[src/rtl/series_job_sequencer.sv]
// Operand FIFO + job launcher for the series-evaluation core; one core job per operand, result held in a valid/ready register.
// Optional feature: define SEQ_TIMEOUT_EN to abort a job that has not reported done within TIMEOUT_CYC WAIT cycles.
module series_job_sequencer #(
  parameter int DW          = 16,
  parameter int RW          = 16,
  parameter int DEPTH       = 4,
  parameter int TIMEOUT_CYC = 255
) (
  input  logic          clk,
  input  logic          rst,
  input  logic          in_valid,
  output logic          in_ready,
  input  logic [DW-1:0] in_x,
  output logic          out_valid,
  input  logic          out_ready,
  output logic [RW-1:0] out_y,
  output logic          out_err,
  output logic          core_start,
  output logic [DW-1:0] core_x,
  input  logic          core_done,
  input  logic [RW-1:0] core_y,
  output logic          core_rst,
  output logic          busy,
  output logic [7:0]    jobs_done
);

  localparam int AW = (DEPTH > 1) ? $clog2(DEPTH) : 1;

  typedef enum logic [1:0] {IDLE, START, WAIT} state_t;
  state_t state;

  logic [DW-1:0] mem [DEPTH];
  logic [AW-1:0] wr_ptr, rd_ptr;
  logic [AW:0]   count;
  logic          fifo_full, fifo_empty, push, pop, out_slot_free;

  assign fifo_full     = (count == (AW+1)'(DEPTH));
  assign fifo_empty    = (count == '0);
  assign in_ready      = !fifo_full;
  assign push          = in_valid && !fifo_full;
  assign out_slot_free = !out_valid || out_ready;
  assign pop           = (state == IDLE) && !fifo_empty && out_slot_free;

  // Storage carries no reset; only pointers and count define what is valid.
  always_ff @(posedge clk) begin
    if (push) mem[wr_ptr] <= in_x;
  end

  always_ff @(posedge clk or posedge rst) begin
    if (rst) begin
      wr_ptr <= '0;
      rd_ptr <= '0;
      count  <= '0;
    end else begin
      if (push) wr_ptr <= wr_ptr + 1'b1;
      if (pop)  rd_ptr <= rd_ptr + 1'b1;
      case ({push, pop})
        2'b10:   count <= count + 1'b1;
        2'b01:   count <= count - 1'b1;
        default: count <= count;
      endcase
    end
  end

`ifdef SEQ_TIMEOUT_EN
  localparam int CW = ($clog2(TIMEOUT_CYC + 1) > 8) ? $clog2(TIMEOUT_CYC + 1) : 8;
  logic [CW-1:0] wait_cnt;
  logic          err_q, abort_q;
  assign out_err  = err_q;
  assign core_rst = abort_q;
`else
  logic unused_timeout_cfg;
  assign unused_timeout_cfg = (TIMEOUT_CYC != 0);
  assign out_err  = 1'b0;
  assign core_rst = 1'b0;
`endif

  // Job sequencing and output register; a capture on the consuming edge keeps out_valid high.
  always_ff @(posedge clk or posedge rst) begin
    if (rst) begin
      state      <= IDLE;
      core_start <= 1'b0;
      core_x     <= '0;
      out_valid  <= 1'b0;
      out_y      <= '0;
      busy       <= 1'b0;
      jobs_done  <= '0;
`ifdef SEQ_TIMEOUT_EN
      wait_cnt   <= '0;
      err_q      <= 1'b0;
      abort_q    <= 1'b0;
`endif
    end else begin
      core_start <= 1'b0;
`ifdef SEQ_TIMEOUT_EN
      abort_q    <= 1'b0;
`endif
      if (out_valid && out_ready) out_valid <= 1'b0;
      case (state)
        IDLE: begin
          if (pop) begin
            core_x     <= mem[rd_ptr];
            core_start <= 1'b1;
            busy       <= 1'b1;
            state      <= START;
          end
        end
        START: begin
          state <= WAIT;
`ifdef SEQ_TIMEOUT_EN
          wait_cnt <= '0;
`endif
        end
        WAIT: begin
          if (core_done) begin
            out_y     <= core_y;
            out_valid <= 1'b1;
            jobs_done <= jobs_done + 8'd1;
            busy      <= 1'b0;
            state     <= IDLE;
`ifdef SEQ_TIMEOUT_EN
            err_q     <= 1'b0;
          end else if (wait_cnt == CW'(TIMEOUT_CYC - 1)) begin
            abort_q   <= 1'b1;
            out_y     <= '1;
            err_q     <= 1'b1;
            out_valid <= 1'b1;
            busy      <= 1'b0;
            state     <= IDLE;
          end else begin
            wait_cnt  <= wait_cnt + 1'b1;
`endif
          end
        end
        default: begin
          busy  <= 1'b0;
          state <= IDLE;
        end
      endcase
    end
  end

endmodule

[config.mk]
export PLATFORM = sky130hd
export DESIGN_NAME = series_job_sequencer
export DESIGN_NICKNAME = d
export VERILOG_FILES = /design/src/rtl/series_job_sequencer.sv
export SDC_FILE = /design/constraint.sdc
export NUM_CORES = 1
export LEC_CHECK = 0
export CAP_MARGIN = 10
export CORE_MARGIN = 5
export CORE_UTILIZATION = 52
export CTS_CLUSTER_DIAMETER = 60
export DETAILED_ROUTE_END_ITERATION = 10
export PLACE_DENSITY = 0.76
export SLEW_MARGIN = 20
export SYNTH_ARGS = -nofsm -noshare
export SYNTH_HDL_FRONTEND = slang
export SYNTH_SLANG_ARGS = --single-unit
export TNS_END_PERCENT = 50
[constraint.sdc]
create_clock -name clk -period 2.75 [get_ports clk]
set_input_delay 0.825 -clock clk [delete_from_list [all_inputs] [get_ports clk]]
set_output_delay 0.825 -clock clk [all_outputs]
set_load 0.05 [all_outputs]
# Yosys cells after proc, flatten, opt, wreduce, memory -nomap -nowiden
# Memories as Yosys holds them, arrays and structs flattened. A register that Yosys moved wholly into a read port is not among the register bits.
# Cells that the tools add are included.
# word_totals
mem_count	1
inputBits	37
romBits	0
elab_cells	52
mem_bits_rw	64
register_bits	36
latchBits	0
# mem_list
memory	words	word_bits	rd	rd_ports_with_merged_regs	write_ports	line	source
mem	4	16	1	1	1	32	logic [DW-1:0] mem [DEPTH];
# op_classes
eq_ne	7
multipliers	0
mux	14
order_cmp	0
reduce_logical	15
shift	0
n_addsub	5
div_mod_pow	0
n_bitwise	1
# op_table
cell	count
2-to-1 mux 1 bit	9
adder 8 x 1 -> 8 bit, second input constant	1
case mux 2 bit (3 select lines)	1
case mux 3 bit (2 select lines)	1
AND reduction 2 bit	3
adder 2 x 1 -> 2 bit, second input constant	2
== test 2 x 1 -> 1 bit, second input constant	2
== test 2 bit, second input constant	2
logical AND 1 bit	4
2-to-1 mux 2 bit	2
!= test 2 bit, second input constant	2
adder 3 x 1 -> 3 bit, second input constant	1
== test 3 bit, second input constant	1
logical NOT 1 bit	3
logical NOT 3 bit	1
case mux 1 bit (3 select lines)	1
AND reduction 3 bit	1
subtractor 3 x 1 -> 3 bit, second input constant	1
logical NOT 2 bit	1
nonzero test 2 bit	1
logical OR 1 bit	1
inverter 1 bit	1

# Depth between registers and ports, before layout
# depth
depth_word	6
depth_mapped	11

# Worst setup path after synthesis
# Ideal clock, no wire load.
# synth_path
kind	input port to flip-flop
from	in out_ready
to	reg count[2]
stages	11
setup_slack_ns	0.046
arrival_time_ns	2.625
path_buffers	2
required_ns	2.671
path_cell_list	nor2b_4 or4_1 buf_6 clkinv_8 buf_12 ha_1 inv_1 fa_1 xor2_1 nor2_1 xor2_1
# synth_between
elab_chain_cells	4
elab_cells_between_ends	6
# synth_rtl
element	line	source
from (decl)	15	input logic out_ready,
logical OR 1 bit (*)	41	assign out_slot_free = !out_valid || out_ready;
logical AND 1 bit (*)	42	assign pop = (state == IDLE) && !fifo_empty && out_slot_free;
via pop	35	logic fifo_full, fifo_empty, push, pop, out_slot_free;
== test 2 x 1 -> 1 bit / == test 2 bit (equally long branches)	57	case ({push, pop})
case mux 3 bit (2 select lines) / nonzero test 2 bit (equally long branches)	-	
to (signal assigned)	58	2'b10: count <= count + 1'b1;
to (signal assigned)	59	2'b01: count <= count - 1'b1;
to (signal assigned)	60	default: count <= count;
to (decl)	34	logic [AW:0] count;
# The timed path passes the listed nets; every way through them passes the cells marked *.
# A chain may end at the register's enable or synchronous reset.

# Worst setup path in the final report
# layout_path
from	in out_ready
to	reg count[2]
# layout_between
elab_chain_cells	4
elab_cells_between_ends	6
# layout_rtl
element	line
logical OR 1 bit (*)	41
logical AND 1 bit (*)	42
== test 2 x 1 -> 1 bit / == test 2 bit (equally long branches)	57
case mux 3 bit (2 select lines) / nonzero test 2 bit (equally long branches)	-
# Mark *: on every way between the ends. The rest lies on a longest branch, timed or not.

==> results.md <==
- The count of port buffers added during placement is 80.
- The footprint of the multi-input gates is 1192 um2.
- TritonCTS created 17 clock buffers.
- In this run the worst hold path is classified as reg2reg.
- Traced cell by cell, the critical path runs through clkdlybuf4s50_1, nor2b_4, or4_1, clkinv_8, ha_1, inv_1, fa_1, xor2_1, nor2_1, xor2_1.
- The flow ran to the end, and the final reports show no timing, DRC or antenna violations.
- Clock-pin slew was measured on the worst setup and hold paths at 50 ps.
- Setup violations remaining at the end of the flow were counted as 0.
- The clock period minus worst slack is 2686 ps.
- The critical path's most frequent cell is sky130_fd_sc_hd__xor2_1.
- The longest clock path from root to sink contains 2 buffers.
- The number of pins exceeding their max-slew limit in the final report is 0.
- Synthesis produced a netlist whose cell count is 274.
- The total overflow left after global routing is 0.
- The half-perimeter wire length after placement is 5.514 mm.
- At the worst endpoint, the arrival time is 3100 ps.
- The post-route netlist has 19.95% of its cells at a drive strength greater than 1.
- The largest fanout on the critical path is 3.
- In this run the tightest slew margin relative to its limit is 46.93%.
- The hold violation count in the final report is 0.
- The first global-routing pass estimated 14.55 mm of wire.
- In this run, synthesis produced a sequential element count of 116.
- In the final design database the tool counted 417 nets.
- The total via count in the routed design is 2527.
- For this configuration, the core starts out at a cell density of 52.71%.
- The minimum hold slack is 467.7 ps.
- The final setup skew is 8.519 ps.
- The clock tree from TritonCTS is done.
- The critical path data required time is 3170 ps.
- At the later pin of the worst-skew pair, clock insertion delay measures 500 ps.
- The analysis attributes to cell leakage a power of 2.482 nW.
- The routed design has 8.654 mm of wire.
- The final-layout fill cell count is 573.
- The global router's overall resource usage is 17.27%.
- The total setup buffers inserted after CTS is 0.
- The number of antenna violations at the first check in global routing was 0.
- The routability-driven placement congestion ratio is 0.7258.
- The maximum VDD drop is 0.6524 mV.
- The summed area of non-filler cells in the final layout is 6102 um2.
- Max-cap violations in this run came to 0.
- STA classifies the critical path endpoint as a register.
- The die covers 10720 um2.
- Power comes to 8.245 mW.
- In the finished design, the share of the clock period the worst path needs comes to 97.66%.
- CTS placed an instance of sky130_fd_sc_hd__clkbuf_8 at the clock tree root.
- The DRC violation total after the first TritonRoute iteration is 153.
- Counting distinct cell types in the post-synthesis netlist gives 34.
- The count of pins on the block boundary is 83.
- In this run the core area contains 34 standard-cell rows.
- The final worst setup slack is 64.25 ps.
- The deepest level of the CTS H-tree is 4.
- The number of antenna diodes is 0.
- The area growth from synthesis to layout is 34.06%.
- The placement-stage cell area is 5497 um2.
- The count of cells resized by post-cts repair is 1.
- After floorplanning, the core was sized to cover 8636 um2.
- Summing every instance area after synthesis gives 4552 um2.
- The pin slew with the least headroom to its limit is 796.1 ps.
- For this run, asynchronously set or reset flops after synthesis account for 44.83%.
- The stage delay of the slowest cell on the critical path is 620 ps.
- The mean cell area of the mapped netlist is 16.61 um2.
- The number of DRC violations after detailed routing is 0.
- During synthesis, Yosys emitted a total of 0 warnings.
- The final setup TNS is 0 ps.
- The count of placed standard cells in the final layout, fillers left out is 494.
- After detailed routing, the number of vias per cell comes to 5.115.
- Yosys mapped a number of flops with a built-in enable equal to 64.
- The routed length per instance is 17.52 um.
- The count of placed standard cells including taps is 462.
- The flip-flop and latch area is 3223 um2.
- For this run, the top clock speed supported by timing is 372.3 MHz.
- The via count of the first global-routing pass is 2803.
- The share of the Yosys chip area taken by registers is 70.81%.
- Before CTS, the worst setup slack after placement is -425.3 ps.
- The remaining number of nets flagged by the antenna check after routing is 0.
- The class of the most critical setup path is in2reg.
- The height of the die is 103.6 um.
- The number of sinks handled by clock tree synthesis is 116.
- The number of buffers inserted for hold repair after clock tree synthesis is 0.
- The largest individual stage delay along the critical path comes from the cell sky130_fd_sc_hd__or4_1.
- Entering global routing, the biggest net connects 24 pins.
- Among all flip-flop cells after synthesis, the most frequent one is sky130_fd_sc_hd__edfxtp_1.
- The die width is 103.6 um.
- The core occupancy in the finished layout is 70.66%.
- In this run the power density over the cells is 1351 nW/um2.
- Setup repair after global routing left no endpoint under its margin.
- The first detailed-routing pass took 4 iterations.
- The startpoint kind of the worst setup timing path is an input port.
## critical path, delay by kind of cell
family / cells / cell delay (ps)
AND/OR/NAND/NOR: 3 / 800
buffers and inverters: 3 / 670
adder cells (fa/ha/maj): 2 / 520
XOR/XNOR: 2 / 310
## synth_stat cells (2+ instances only)
cell	number	area [um2]
sky130_fd_sc_hd__edfxtp_1	64	1922
sky130_fd_sc_hd__nand2_1	55	206.5
sky130_fd_sc_hd__dfrtp_1	52	1301
sky130_fd_sc_hd__mux4_2	16	360.4
sky130_fd_sc_hd__inv_1	9	33.78
sky130_fd_sc_hd__mux2_4	9	135.1
sky130_fd_sc_hd__mux2_2	8	90.09
sky130_fd_sc_hd__xnor2_1	8	70.07
sky130_fd_sc_hd__ha_1	6	75.07
sky130_fd_sc_hd__and3_1	5	31.28
sky130_fd_sc_hd__xor2_1	5	43.79
sky130_fd_sc_hd__clkbuf_1	4	15.01
sky130_fd_sc_hd__buf_4	3	22.52
sky130_fd_sc_hd__nand4_1	3	18.77
sky130_fd_sc_hd__nor2_1	3	11.26
sky130_fd_sc_hd__nor3_1	3	15.01
sky130_fd_sc_hd__buf_2	2	10.01
sky130_fd_sc_hd__buf_6	2	22.52
sky130_fd_sc_hd__mux2i_1	2	20.02
## registers in the layout (all words and copies together), names as in the netlist
signal and count:
busy 1, rd_ptr 2, mem 64, out_y 16, jobs_done 8, wr_ptr 2
core_x 16, count 3, state 2, out_valid 1, core_start 1
## cells by family (layout without fill, tap and decap cells)
family          count (synthesis)  in the layout  synth area share [%]
flops                         116            116                 70.81
simple gates                   79             79                 8.027
mux                            35             35                 13.30
buf+inv                        22            133                 3.079
xor+xnor                       13             13                 2.501
fa+ha+maj                       7              7                 2.089
other cells                     1              2               0.08238
compound gates                  1              1                0.1098
## layout by cell type (no fill, tap or decap), types with 4 or more instances in the layout
cell type and n:
sky130_fd_sc_hd__and3_1 5, sky130_fd_sc_hd__buf_4 10, sky130_fd_sc_hd__bufinv_16 4, sky130_fd_sc_hd__clkbuf_16 16, sky130_fd_sc_hd__clkdlybuf4s50_1 79, sky130_fd_sc_hd__dfrtp_1 52
sky130_fd_sc_hd__edfxtp_1 64, sky130_fd_sc_hd__ha_1 6, sky130_fd_sc_hd__inv_1 8, sky130_fd_sc_hd__mux2_2 8, sky130_fd_sc_hd__mux2_4 9, sky130_fd_sc_hd__mux4_2 16
sky130_fd_sc_hd__nand2_1 55, sky130_fd_sc_hd__xnor2_1 8, sky130_fd_sc_hd__xor2_1 5
## path summary, 6_finish.rpt
check                      depth (start not counted)    startpoint  slack [ps]      endpoint
max                                               10     out_ready          60      count[2]
min reg2reg                                        1  jobs_done[7]         470  jobs_done[7]
max reg2reg                                        9     out_valid         480      count[2]
min in group asynchronous                          2           rst         650     core_x[2]
min                                                1  jobs_done[7]         470  jobs_done[7]
max in group asynchronous                          3           rst        1560     core_x[3]
## final cells by class
class | count | share of cell area [%]
clock inverters | 10 | 2.522
well taps | 108 | 2.214
multi-input cells | 137 | 19.54
flip-flops and latches | 116 | 52.82
clock buffers | 22 | 7.423
inverters | 10 | 0.8202
repair buffers | 91 | 14.66
## routing by layer
layer / global-route usage [%] / vias to the layer above / part of all wire, %
li1: - / 1179 / -
met1: 21.98 / 1254 / 44
met2: 27.00 / 83 / 49
met3: 6.343 / 11 / 6.0
met4: 6.748 / 0 / 1.0
met5: 0 / - / 0
## power by group
group,leakage (nW),internal (mW),switching (mW)
Clock,0.292,1.51,0.711
Combinational,0.968,1.36,1.90
Sequential,1.22,2.42,0.348
Total,2.48,5.29,2.96
Power figures use the tool's default switching activity.
